==> src/rtl/config_chain_loader.sv <==
// Configuration-chain loader: takes bitstream words over a ready/valid port and
// shifts them MSB-first into a serial configuration chain of CHAIN_LEN bits.
module config_chain_loader #(
  parameter int WORD_W    = 8,
  parameter int CHAIN_LEN = 1024,
  parameter int CNT_W     = 16
) (
  input  logic              prog_clk,
  input  logic              reset,
  input  logic              start,
  input  logic              abort,
  input  logic [WORD_W-1:0] bs_data,
  input  logic              bs_valid,
  output logic              bs_ready,
  output logic              sc_head_out,
  output logic              sc_shift_en,
  output logic              config_enable,
  output logic              busy,
  output logic              done
);

  localparam int IDX_W = (WORD_W > 1) ? $clog2(WORD_W) : 1;
  localparam logic [CNT_W-1:0] LAST_BIT = CNT_W'(CHAIN_LEN - 1);
  localparam logic [IDX_W-1:0] LAST_IDX = IDX_W'(WORD_W - 1);

  typedef enum logic [1:0] {IDLE, LOAD, SHIFT, DONE} state_t;

  state_t            state, state_d;
  logic [WORD_W-1:0] shift_reg;
  logic [CNT_W-1:0]  bit_cnt;
  logic [IDX_W-1:0]  bit_idx;
  logic              in_shift;
  logic              last_chain_bit;
  logic              last_word_bit;
  logic              capture;
  logic              clear_cnt;
  logic              advance;

  assign in_shift       = (state == SHIFT);
  assign last_chain_bit = (bit_cnt == LAST_BIT);
  assign last_word_bit  = (bit_idx == LAST_IDX);
  assign advance        = in_shift && !abort;

  // The chain-length limit ends the load even mid-word, which drops the unused
  // low bits of a final partial word and keeps bs_ready low on that bit.
  assign bs_ready      = (state == LOAD) || (in_shift && last_word_bit && !last_chain_bit);
  assign sc_shift_en   = in_shift;
  assign sc_head_out   = in_shift && shift_reg[WORD_W-1];
  // A nonzero count in LOAD means a mid-chain stall, where the chain stays enabled.
  assign config_enable = in_shift || ((state == LOAD) && (bit_cnt != '0));
  assign busy          = (state == LOAD) || in_shift;
  assign done          = (state == DONE);

  always_comb begin
    // NOTE: every signal gets a default first so no path leaves it unassigned,
    // which would otherwise infer a latch.
    state_d   = state;
    capture   = 1'b0;
    clear_cnt = 1'b0;
    if (abort) begin
      state_d   = IDLE;
      clear_cnt = 1'b1;
    end else begin
      case (state)
        IDLE, DONE: begin
          if (start) begin
            state_d   = LOAD;
            clear_cnt = 1'b1;
          end
        end
        LOAD: begin
          if (bs_valid) begin
            capture = 1'b1;
            state_d = SHIFT;
          end
        end
        SHIFT: begin
          if (last_chain_bit) begin
            state_d = DONE;
          end else if (last_word_bit) begin
            if (bs_valid) capture = 1'b1;
            else          state_d = LOAD;
          end
        end
        default: state_d = IDLE;
      endcase
    end
  end

  // NOTE: sequential state is written with non-blocking assignments so every
  // flop samples the pre-edge values regardless of statement order.
  always_ff @(posedge prog_clk) begin
    if (reset) begin
      state     <= IDLE;
      // NOTE: the word register is cleared on reset because a partial load must
      // never resurface; it is a handful of flops, not a memory array.
      shift_reg <= '0;
      bit_cnt   <= '0;
      bit_idx   <= '0;
    end else begin
      state <= state_d;

      if (clear_cnt)    bit_cnt <= '0;
      else if (advance) bit_cnt <= bit_cnt + 1'b1;

      if (capture) begin
        shift_reg <= bs_data;
        bit_idx   <= '0;
      end else if (advance) begin
        shift_reg <= shift_reg << 1;
        bit_idx   <= bit_idx + 1'b1;
      end
    end
  end

endmodule

==> config.mk <==
export PLATFORM = sky130hd
export DESIGN_NAME = config_chain_loader
export DESIGN_NICKNAME = d
export VERILOG_FILES = /design/src/rtl/config_chain_loader.sv
export SDC_FILE = /design/constraint.sdc
export NUM_CORES = 1
export LEC_CHECK = 0
export BUFFER_PORTS_ARGS = -buffer_cell sky130_fd_sc_hd__buf_4
export CAP_MARGIN = 20
export CORE_MARGIN = 2
export CORE_UTILIZATION = 30
export CTS_CLUSTER_SIZE = 28
export DETAILED_ROUTE_END_ITERATION = 16
export HOLD_SLACK_MARGIN = 0.15
export PLACE_DENSITY_LB_ADDON = 0.15
export SKIP_CTS_REPAIR_TIMING = 1
export SLEW_MARGIN = 30
export SYNTH_ARGS = -nofsm -noshare
export SYNTH_HDL_FRONTEND = slang
export SYNTH_SLANG_ARGS = --single-unit
==> constraint.sdc <==
create_clock -name prog_clk -period 2.9 [get_ports prog_clk]
set_clock_uncertainty 0.1 [all_clocks]
set_input_delay 0.435 -clock prog_clk [delete_from_list [all_inputs] [get_ports prog_clk]]
set_output_delay 0.435 -clock prog_clk [all_outputs]
set_load 0.1 [all_outputs]
# Yosys cells after proc, flatten, opt, wreduce, memory -nomap -nowiden
# Cells that the tools add are included.
[word_totals]
reg_bits = 29
input_bits = 13
out_inout_bits = 6
wordCells = 49
[op_classes]
add_sub_neg = 2
eq_ne = 9
muxes = 16
reduce_logical = 18
[op_table]
columns = ["operator", "count"]
rows = [
  ["$add 16x1->16 const B", 1],
  ["$eq 16x10->1 const B", 1],
  ["$mux 8", 2],
  ["$reduce_bool 16->1", 1],
  ["$mux 2", 5],
  ["$reduce_or 2->1", 4],
  ["$mux 1", 7],
  ["$pmux 2 s3", 1],
  ["$logic_and 1x1->1", 5],
  ["$eq 2x2->1 const B", 2],
  ["$ne 2x2->1 const B", 2],
  ["$reduce_and 4->1", 1],
  ["$add 3x1->3 const B", 1],
  ["$eq 3x3->1 const B", 1],
  ["$logic_or 1x1->1", 3],
  ["$ne 3x1->1 const B", 1],
  ["$ne 3x2->1 const B", 1],
  ["$eq 2x1->1 const B", 1],
  ["$logic_not 1->1", 2],
  ["$logic_not 2->1", 1],
  ["$pmux 1 s2", 1],
  ["$reduce_bool 2->1", 1],
]

# Longest topological paths before layout
# Gate-level depths: netlist of run 1.
[depth]
ltp_word = 6
depth_mapped = 7
depth_no_buf = 6

# Worst setup path before layout of run 1
# OpenSTA, ideal clock, no wires.
[synth_timing]
kind = "register to output"
startpoint = "reg state[0]"
endpoint = "out config_enable"
arrival_time_ps = 2168
t_required_ps = 2365
path_slack_ps = 197
path_stages_with_launch = 4
n_path_buf = 0
cell_sequence = "dfxtp_1 -> inv_1 -> ha_1 -> o21bai_1"
[synth_via]
word_cells_on_any_way = 4
cone_classes = "eq/ne (2); reduce/logical (2)"
[synth_rtl]
columns = ["element", "line", "source"]
rows = [
  ["from (decl)", "28", "state_t state, state_d;"],
  ["from (signal assigned)", "101", "state <= state_d;"],
  ["$eq 2x2->1", "39", "assign in_shift = (state == SHIFT);"],
  ["net sc_shift_en", "16", "output logic sc_shift_en,"],
  ["$logic_or 1x1->1", "50", "assign config_enable = in_shift || ((state == LOAD) && (bit_cnt != '0));"],
  ["to (decl)", "17", "output logic config_enable,"],
]
# The timed path passes the listed nets, and every way through them passes these cells.

# Final worst setup path of run 1
[layout_timing]
startpoint = "reg bit_cnt[10]"
endpoint = "out bs_ready"
[layout_via]
elab_chain_cells = 4
[layout_rtl]
columns = ["element", "line", "source"]
rows = [
  ["from (decl)", "30", "logic [CNT_W-1:0] bit_cnt;"],
  ["from (signal assigned)", "104", "else if (advance) bit_cnt <= bit_cnt + 1'b1;"],
  ["$eq 16x10->1", "40", "assign last_chain_bit = (bit_cnt == LAST_BIT);"],
  ["$logic_not 1->1", "46", "assign bs_ready = (state == LOAD) || (in_shift && last_word_bit && !last_chain_bit);"],
  ["$logic_and 1x1->1", "46", ""],
  ["$logic_or 1x1->1", "46", ""],
  ["to (decl)", "14", "output logic bs_ready,"],
]
# Every way passes these cells.

==> flow_summary_export.csv, run 1 <==
group,metric,value,unit
setup_path,reg2reg_slack,410,ps
detailed_routing,viasPerCell,4.675,
status,run_status,"complete, no violations",
detailed_routing,ant_nets,0,
sta,finalHoldViolations,0,
detailed_routing,drtIter0Drc,47,
setup_path,critPathLaunchType,"register",
floorplanning,chipHeight,77.04,µm
grt,antenna_found_initial,0,
synth,post_synth_instance_area,1600,µm²
setup_path,worst_setup_path_end_kind,"primary output",
sta,setup_total_negative_slack,0,ps
synth,yosys_warns,0,
floorplanning,core_area,5140,µm²
setup_path,launch_point_of_the_critical_path,"bit_cnt[10]$_SDFFE_PP0P_",
pwr,worst_ir_drop_vdd,0.0002241,V
clocking,clkTransAtPathRegs,60,ps
sta,worstMarginPinSlew,692.7,ps
setup_path,setup.worst_path.class,"reg2out",
final_layout,multiInputGateArea,940.9,µm²
clocking,clock_tree_from_tritoncts,"done",
clocking,cts_buffers,5,
final_layout,n_fill_cell,570,
sta,max_freq,372.0,MHz
setup_path,worst_r2r_path_depth,4,
synth,synthesis.instances,188,
detailed_routing,pre_repair_dr_iteration_count,4,
pwr,report.power.total,781.5,µW
synth,synth-main-ff-cell,"dfxtp_1",
placement,gp_routability_congestion,0.7569,
grt,grt_pass1_vias,1250,
setup_path,r2r_path_end,"shift_reg[7]$_SDFFE_PP0P_",
grt,global_route_wire_length_before_repair,5.706,mm
floorplanning,design.die.area,5934,µm²
grt,grt_max_degree,21,
setup_path,timing.rr.start,"bit_cnt[10]$_SDFFE_PP0P_",
final_layout,final_layout_size_suffix_gt1_share,17.14,%
setup_path,path_max_fanout,6,
synth,synth_cell_type_count,40,
grt,track_usage,11.90,%
sta,final_max_slew_viol_count,0,
final_layout,layout_common_cells,"29 x dfxtp_1, 27 x nand2_1, 21 x buf_4, 15 x nor2_1, 13 x a21oi_1",
pwr,power.share.clock,40.6,%
setup_path,endpoint,"bs_ready",
detailed_routing,drt_wl_total,3.215,mm
clocking,clock_sinks,29,
pwr,p_per_area,413.1,nW/µm²
pwr,power_switching_share,23.98,%
detailed_routing,drt-wirelength-per-cell,11.48,µm
min_path,holdCritPathClass,"in2reg",
final_layout,largest_reg_flops,16,
clocking,master_cell_of_the_clock_root_buffer,"clkbuf_8",
clocking,cts-root-to-sink-buffers,2,
detailed_routing,drc,0,
sta,setup_viol,0,
final_layout,antenna_cells,0,
pwr,internal_power,594.2,µW
floorplanning,pin_count,19,
clocking,clk_latency_worst_skew_pair,270,ps
setup_path,critPathRequiredTime,2370,ps
placement,post_detail_place_hpwl,2.324,mm
final_layout,most_common_cell_after_layout_fill_and_taps_aside,"dfxtp_1",
sta,period_needed,2688,ps
synth,postSynth.asyncResetShare,0,%
synth,synthesis.nets,208,
placement,io_buffers,18,
final_layout,flow.area_growth_from_synthesis,18.22,%
pwr,power.share.sequential,51.4,%
synth,post_synth.cell_area_avg,8.512,µm²
floorplanning,fp.dieW,77.04,µm
final_layout,final_net_count,229,
min_path,worstHoldStart,"bs_data[0]",
floorplanning,start_util,31.13,%
synth,yosysSeqAreaShare,36.28,%
setup_path,worstPathArrival,2150,ps
synth,synth.ff_latch_count,29,
min_path,worst_hold_path.num_cells,3,
sta,final.period_utilization,92.69,%
clocking,h_tree_levels,2,
pwr,comb_power_share,8.1,%
flow_run,maxCapViolations,0,
grt,grt_overflow,0,
pwr,power_leakage,0.0007086,µW
detailed_routing,vias,1309,
sta,slew-limit-headroom,53.39,%
floorplanning,core.rowCount,26,
pwr,netSwitchingPower,187.4,µW
sta,rsz0062_at_grt,"false",
synth,count_of_flip_flops_with_a_built_in_enable_after_synthesis,0,
final_layout,sequential_cell_area,580.6,µm²
==> worst min-delay path by stage <==
stage	to	slack, ps
2_1_floorplan	bit_cnt[1]$_SDFFE_PP0P_	360
3_3_place_gp	shift_reg[0]$_SDFFE_PP0P_	380
3_5_place_dp	shift_reg[0]$_SDFFE_PP0P_	380
4_1_cts	shift_reg[0]$_SDFFE_PP0P_	320
5_1_grt	shift_reg[0]$_SDFFE_PP0P_	350
6_report	shift_reg[0]$_SDFFE_PP0P_	330
==> worst max-delay path, cell delays in order, from the launching register on <==
cell     delay (ps)
dfxtp_1         360
or4_1           550
or4_4           570
nand3_1         100
nand2_1          60
buf_4           230
==> cell type report <==
class	instances	share of cell area, %
tap	70	4.630
multi-input combinational	140	49.74
inverter	12	2.381
sequential	29	30.69
clock buffer	8	4.233
timing repair buffer	21	8.333
==> logic make-up (layout without fill, tap and decap cells) <==
kind of cell	after synthesis	after routing	share of synthesized area, %
buf+inv	19	41	4.925
simple gates	85	85	27.52
mux	13	13	10.24
flops	29	29	36.28
fa+ha+maj	7	7	5.473
xor+xnor	10	10	5.473
compound gates	25	25	10.09
==> synth_stat cells (all sizes together) (5+ instances only) <==
library cell  number  area (µm²)
xnor2              5       43.79
inv               12       45.04
xor2               5       43.79
mux2               9       123.9
ha                 7       87.58
nand2             27       101.4
nor3               7       35.03
dfxtp             29       580.6
clkbuf             6       22.52
nand3              5       25.02
a21oi             13       65.06
nor2b              8       50.05
nor2              15       56.30
==> metrics by stage <==
stage	hold slack [ps]	cells	utilization, %	area (µm²)	worst slack (ps)
after global placement	381.9	272	35.25	1812	430.1
after global routing	346.0	280	36.81	1892	133.7
final	325.3	280	36.81	1892	212.0
after floorplan	361.9	188	-	1600	197.3
after CTS	318.1	280	36.81	1892	204.2
after detailed placement	379.1	272	35.25	1812	415.9
==> routing by layer <==
layer	GRT usage, %	vias up	part of all wire [%]
met5	0	-	0
met3	3.529	7	3.4
met4	5.357	0	1.6
met1	14.97	598	50
met2	18.77	18	45
li1	-	686	-
==> power groups by stage <==
| stage | sequential, µW | combinational [µW] | clock, µW |
|---|---|---|---|
| final | 401 | 63.1 | 317 |
| after detailed placement | 410 | 63.8 | 0 |
| after CTS | 401 | 63.8 | 329 |
| after global routing | 401 | 68.4 | 349 |
| after global placement | 410 | 64.5 | 0 |
| after floorplan | 410 | 40.5 | 0 |
No activity file was read; power rests on OpenSTA's default activity.
==> run 2, diff against run 1 <==
Settings changed: ABC_AREA from default to 1.
==> run 2 against run 1 <==
  * Sequential power grew 1%
  * Highest routed layer unchanged
  * Largest power group unchanged
  * Die area up 2.4%
  * Register-to-register slack improved by 230 ps
  * Core utilization grew 0.65 points
  * Largest cell class unchanged
  * Area after synthesis rose by 2.5%
  * Critical endpoint is now bit_cnt[15]$_SDFFE_PP0P_
==> flow_summary_export.csv, run 2 <==
group,metric,value,unit
synth,synth_cell_type_count,27,
placement,post_detail_place_hpwl,2.681,mm
clocking,clkTransAtPathRegs,70,ps
setup_path,critical_path.n_buffers_inverters,2,
final_layout,final_util,37.45,%
floorplanning,start_util,31.51,%
setup_path,path_max_fanout,15,
detailed_routing,route.met2.wl,1.534,mm
clocking,cts_buffers,5,
synth,synth_top_cell_by_area,"dfxtp_1",
setup_path,cp_cell_sequence,"inv_1, ha_1, inv_1, nor2_4, nand3_1, nor2_1, nand2_1, nor2_1, a21oi_1, o21a_1",
min_path,worstHoldStart,"reset",
final_layout,n_fill_cell,555,
synth,synth_xor_xnor_area_share,2.670,%
synth,synth.area.top_cells,"dfxtp_1 35%, nand2_1 11%, nand3_1 7.9%, a21oi_1 7.6%, inv_1 7.1%",
floorplanning,design.die.area,6075,µm²
min_path,worst_hold_path.num_cells,2,
clocking,cts-root-to-sink-buffers,2,
sta,rsz0062_at_grt,"false",
setup_path,critPathRequiredTime,2970,ps
detailed_routing,vias,1468,
floorplanning,core.rowCount,26,
grt,grt_overflow,0,
final_layout,final_layout_size_suffix_gt1_share,16.80,%
final_layout,layout_common_cells,"48 x nand2_1, 31 x inv_1, 29 x dfxtp_1, 26 x nand3_1, 25 x a21oi_1",
grt,track_usage,12.26,%
setup_path,critPathLaunchType,"register",
sta,worstMarginPinSlew,520.3,ps
detailed_routing,drc,0,
sta,setup_total_negative_slack,0,ps
synth,synth_adder_area_share,5.339,%
synth,synth-compound-area-share,12.28,%
final_layout,final_net_count,275,
synth,postSynth.asyncResetShare,0,%
sta,slew-limit-headroom,65.28,%
synth,synth_top_family_by_area,"simple AND/OR/NAND/NOR gates",
sta,final.setup.worst_slack,644.8,ps
final_layout,antenna_cells,0,
synth,post_synth.cell_area_avg,7.070,µm²
placement,dp_worst_setup_slack,620.8,ps
setup_path,worst_r2r_path_depth,10,
clocking,h_tree_levels,2,
synth,post_synth_instance_area,1640,µm²
placement,io_buffers,18,
setup_path,timing.rr.start,"state[0]$_SDFFE_PP0P_",
synth,count_of_flip_flops_with_a_built_in_enable_after_synthesis,0,
setup_path,r2r_path_end,"bit_cnt[15]$_SDFFE_PP0P_",
setup_path,cp_top_family,"simple AND/OR/NAND/NOR gates",
clocking,clock_sinks,29,
setup_path,reg2reg_slack,640,ps
clocking,clk_latency_worst_skew_pair,280,ps
floorplanning,core_area,5205,µm²
synth,synth_simple_gate_area_share,34.71,%
status,run_status,"complete, no violations",
sta,final.period_utilization,77.76,%
detailed_routing,ant_nets,0,
final_layout,most_common_cell_after_layout_fill_and_taps_aside,"nand2_1",
floorplanning,pin_count,19,
setup_path,worstPathArrival,2330,ps
detailed_routing,viasPerCell,4.503,
grt,global_route_wire_length_before_repair,6.092,mm
setup_path,slowest_stage_cell_crit_path,"dfxtp_1",
synth,post-synth-top-count-cell,"nand2_1",
flow_run,maxCapViolations,0,
synth,synth.mux.area_fraction,0,%
grt,antenna_found_initial,0,
floorplanning,fp.dieW,77.95,µm
synth,share_of_the_synthesized_area_in_the_top_cell_type,35.39,%
pwr,p_per_area,458.0,nW/µm²
placement,gp_routability_congestion,0.8096,
detailed_routing,pre_repair_dr_iteration_count,4,
grt,grt_pass1_vias,1373,
final_layout,flow.area_growth_from_synthesis,18.84,%
min_path,worst_hold_endpoint,"shift_reg[6]$_SDFFE_PP0P_",
detailed_routing,routedLengthMet1,1.831,mm
sta,final_max_slew_viol_count,0,
setup_path,worst_setup_path_end_kind,"register",
pwr,worst_ir_drop_vdd,0.0001619,V
detailed_routing,drt_wl_total,3.529,mm
sta,max_freq,443.4,MHz
min_path,holdCritPathClass,"in2reg",
synth,synth_common_cells,"48 x nand2_1, 31 x inv_1, 29 x dfxtp_1, 26 x nand3_1, 25 x a21oi_1",
clocking,master_cell_of_the_clock_root_buffer,"clkbuf_8",
detailed_routing,drt-wirelength-per-cell,10.83,µm
detailed_routing,routed-wl-met3,140,µm
synth,yosys_warns,0,
detailed_routing,top_layer_used,"met4",
sta,setup_viol,0,
clocking,clock_tree_from_tritoncts,"done",
synth,synth-main-ff-cell,"dfxtp_1",
pwr,power_leakage,0.0008443,µW
synth,synthesis.instances,232,
sta,period_needed,2255,ps
floorplanning,chipHeight,77.95,µm
final_layout,largest_reg_flops,16,
synth,yosysSeqAreaShare,35.39,%
detailed_routing,drtIter0Drc,54,
setup_path,launch_point_of_the_critical_path,"state[0]$_SDFFE_PP0P_",
grt,grt_max_degree,18,
sta,finalHoldViolations,0,
setup_path,setup.worst_path.class,"reg2reg",
setup_path,timing.critical_path.slowest_cell_delay,320,ps
synth,synth.ff_latch_count,29,
synth,synthesis.nets,252,
-- run 2: cell count changes after synthesis, sizes merged, moves of 5 or more --
cell    before  now
a21oi       13   25
clkbuf       6    0
inv         12   33
mux2         9    0
nand2       27   55
nand3        5   27
nor2        15   24
nor2b        8    0
nor3         7    2
o21ai        1   11
-- run 2: worst reg2reg max path, stage by stage (launching register included) --
cell and delay, ps:
dfxtp_1 320, inv_1 80, ha_1 290, inv_1 130
nor2_4 300, nand3_1 180, nor2_1 260, nand2_1 130
nor2_1 150, a21oi_1 80, o21a_1 120
-- run 2: metrics by stage --
step	power [µW]	hold WS, ps	std cells	instance area (µm²)
3_5_place_dp	532.7	361.3	318	1848
3_3_place_gp	532.2	357.4	318	1848
2_1_floorplan	496.1	342.8	232	1644
4_1_cts	910.6	294.2	326	1949
6_report	892.9	297.2	326	1949
5_1_grt	932.7	301.4	326	1949
-- run 2: cell type report --
class / count / area [µm²] / share of cell area (%)
inverter: 33 / 123.9 / 6.354
sequential: 29 / 580.6 / 29.78
tap: 70 / 87.58 / 4.493
multi-input combinational: 166 / 905.9 / 46.47
timing repair buffer: 20 / 150.1 / 7.702
clock inverter: 1 / 5.005 / 0.2567
clock buffer: 7 / 96.34 / 4.942
-- run 2: where the power goes --
| part | total (µW) | leakage, µW | switching (µW) | internal, µW |
|---|---|---|---|---|
| combinational | 118 | 0.000556 | 84.3 | 33.4 |
| sequential | 405 | 0.000234 | 2.72 | 402 |
| clock | 370 | 0.0000542 | 156 | 214 |
-- run 2: metal layers --
metal	vias up	track usage, %
met5	-	0
met4	0	2.632
met3	5	3.837
met2	23	19.83
met1	642	16.03
li1	798	-
-- run 2: logic make-up after synthesis --
family	count (synthesis)
compound gates	39
flops	29
fa+ha+maj	7
buf+inv	37
xor+xnor	5
simple gates	115
-- run 2: how the worst max path moves through the flow --
stage | depth (start not counted) | to | slack, ps
floorplan | 4 | bs_ready | 280
global placement | 11 | bit_cnt[5]$_SDFFE_PP0P_ | 690
detailed placement | 11 | bit_cnt[5]$_SDFFE_PP0P_ | 620
CTS | 11 | bit_cnt[5]$_SDFFE_PP0P_ | 610
global route | 9 | bit_cnt[12]$_SDFFE_PP0P_ | 350
finish | 10 | bit_cnt[15]$_SDFFE_PP0P_ | 640
==> run 3, diff against run 2 <==
Clock period 2.9 ns to 2.3 ns, I/O delays scaled along.
==> run 3 against run 2 <==
  * Via count shrank 0.14%
  * Critical endpoint is now config_enable
  * Clock-buffer cell count unchanged
  * Non-clock buffer count grew 2
  * Largest power group is now the clock network
  * Setup slack got worse by 410 ps
  * Sequential power increased by 26%
  * Sequential share of layout area is 0.49 points lower
==> flow_summary_export.csv, run 3 (synthesis results as in run 2) <==
group,metric,value,unit
placement,post_detail_place_hpwl,2.663,mm
grt,antenna_found_initial,0,
clocking,clk_latency_worst_skew_pair,280,ps
pwr,p_per_area,612.8,nW/µm²
detailed_routing,drt_wl_total,3.576,mm
detailed_routing,viasPerCell,4.470,
pwr,internal_power,904.4,µW
floorplanning,core.rowCount,26,
grt,grt_pass1_vias,1399,
pwr,comb_power_share,12.4,%
final_layout,multiInputGateArea,908.4,µm²
clocking,cts_buffers,5,
flow_run,maxCapViolations,0,
sta,period_needed,2069,ps
sta,rsz0062_at_grt,"false",
status,run_status,"complete, no violations",
setup_path,slowest_stage_cell_crit_path,"nor4_1",
clocking,master_cell_of_the_clock_root_buffer,"clkbuf_8",
detailed_routing,pre_repair_dr_iteration_count,4,
floorplanning,fp.dieW,77.95,µm
detailed_routing,drc,0,
floorplanning,start_util,31.51,%
min_path,holdCritPathClass,"in2reg",
final_layout,sequential_cell_area,580.6,µm²
pwr,worst_ir_drop_vdd,0.0002421,V
final_layout,largest_reg_flops,16,
detailed_routing,ant_nets,0,
setup_path,cp_cell_sequence,"inv_1, ha_1, nand3_1, nor4_1, o21ai_2, buf_4",
setup_path,worst_setup_path_end_kind,"primary output",
final_layout,most_common_cell_after_layout_fill_and_taps_aside,"nand2_1",
grt,track_usage,13.23,%
floorplanning,design.die.area,6075,µm²
pwr,power.share.clock,45.5,%
setup_path,critPathLaunchType,"register",
grt,grt_overflow,0,
final_layout,n_fill_cell,569,
floorplanning,core_area,5205,µm²
placement,gp_routability_congestion,0.8032,
sta,slew-limit-headroom,75.18,%
final_layout,layout_common_cells,"48 x nand2_1, 31 x inv_1, 29 x dfxtp_1, 26 x nand3_1, 25 x a21oi_1",
sta,setup_viol,0,
grt,grt_max_degree,17,
grt,global_route_wire_length_before_repair,6.258,mm
clocking,clkTransAtPathRegs,70,ps
sta,final.period_utilization,89.94,%
floorplanning,pin_count,19,
sta,final.setup.worst_slack,231.4,ps
pwr,power_leakage,0.0008567,µW
pwr,power_switching_share,25.54,%
setup_path,timing.critical_path.slowest_cell_delay,370,ps
clocking,clock_tree_from_tritoncts,"done",
clocking,clock_sinks,29,
clocking,h_tree_levels,2,
final_layout,flow.area_growth_from_synthesis,20.82,%
detailed_routing,drtIter0Drc,49,
final_layout,antenna_cells,0,
setup_path,setup.worst_path.class,"reg2out",
placement,dp_worst_setup_slack,392.6,ps
sta,setup_total_negative_slack,0,ps
detailed_routing,vias,1466,
placement,io_buffers,18,
setup_path,critPathRequiredTime,1860,ps
sta,final_max_slew_viol_count,0,
clocking,cts-root-to-sink-buffers,2,
detailed_routing,drt-wirelength-per-cell,10.90,µm
setup_path,path_max_fanout,3,
floorplanning,chipHeight,77.95,µm
setup_path,worstPathArrival,1620,ps
sta,worstMarginPinSlew,369.2,ps
sta,finalHoldViolations,0,
final_layout,final_layout_size_suffix_gt1_share,17.44,%
sta,max_freq,483.4,MHz
pwr,power.share.sequential,42.1,%
final_layout,final_net_count,277,
pwr,netSwitchingPower,310.2,µW
[run 3: per-layer routing]
metal | vias to the layer above | global-route usage, % | share of wire (%)
met3 | 6 | 4.419 | 4.4
met2 | 22 | 19.40 | 42
li1 | 803 | - | -
met5 | - | 0 | 0
met1 | 635 | 17.58 | 52
met4 | 0 | 5.789 | 1.8
[run 3: worst paths after layout]
check | start | to | slack (ps) | depth (start not counted)
min reg2reg | bit_idx[1]$_SDFFE_PP0P_ | bit_idx[1]$_SDFFE_PP0P_ | 370 | 2
max | bit_cnt[0]$_SDFFE_PP0P_ | config_enable | 230 | 6
min | reset | shift_reg[5]$_SDFFE_PP0P_ | 200 | 2
max reg2reg | state[0]$_SDFFE_PP0P_ | bit_cnt[8]$_SDFFE_PP0P_ | 390 | 9
[run 3: final cells by class]
type                            instances  area share (%)
Multi-Input combinational cell        166           45.83
Timing Repair Buffer                   22           8.333
Sequential cell                        29           29.29
Tap cell                               70           4.419
Inverter                               33           6.250
Clock buffer                            7           4.356
Clock inverter                          1           1.515
[run 3: power groups by stage]
| stage | clock network [µW] | registers [µW] | logic [µW] |
|---|---|---|---|
| after floorplan | 0 | 521 | 105 |
| after global placement | 0 | 522 | 153 |
| after detailed placement | 0 | 522 | 152 |
| after CTS | 568 | 511 | 153 |
| after global routing | 593 | 511 | 165 |
| final | 553 | 511 | 151 |
[run 3: per-stage QoR]
step / utilization [%] / hold slack (ps) / power [µW] / cells / instance area (µm²)
6_report: 38.08 / 203.9 / 1215 / 328 / 1982
5_1_grt: 38.08 / 204.9 / 1270 / 328 / 1982
4_1_cts: 38.08 / 201.0 / 1232 / 328 / 1982
3_5_place_dp: 35.84 / 365.2 / 674.5 / 320 / 1866
3_3_place_gp: 35.84 / 356.2 / 675.2 / 320 / 1866
2_1_floorplan: - / 342.8 / 626.3 / 232 / 1647
[run 3: critical path, delay by kind of cell (launching register included)]
kind	cells	cell delay, ps
AO/OA/AOI/OAI	1	90
adder cells (fa/ha/maj)	1	150
buffers and inverters	2	330
flip-flops	1	320
AND/OR/NAND/NOR	2	450
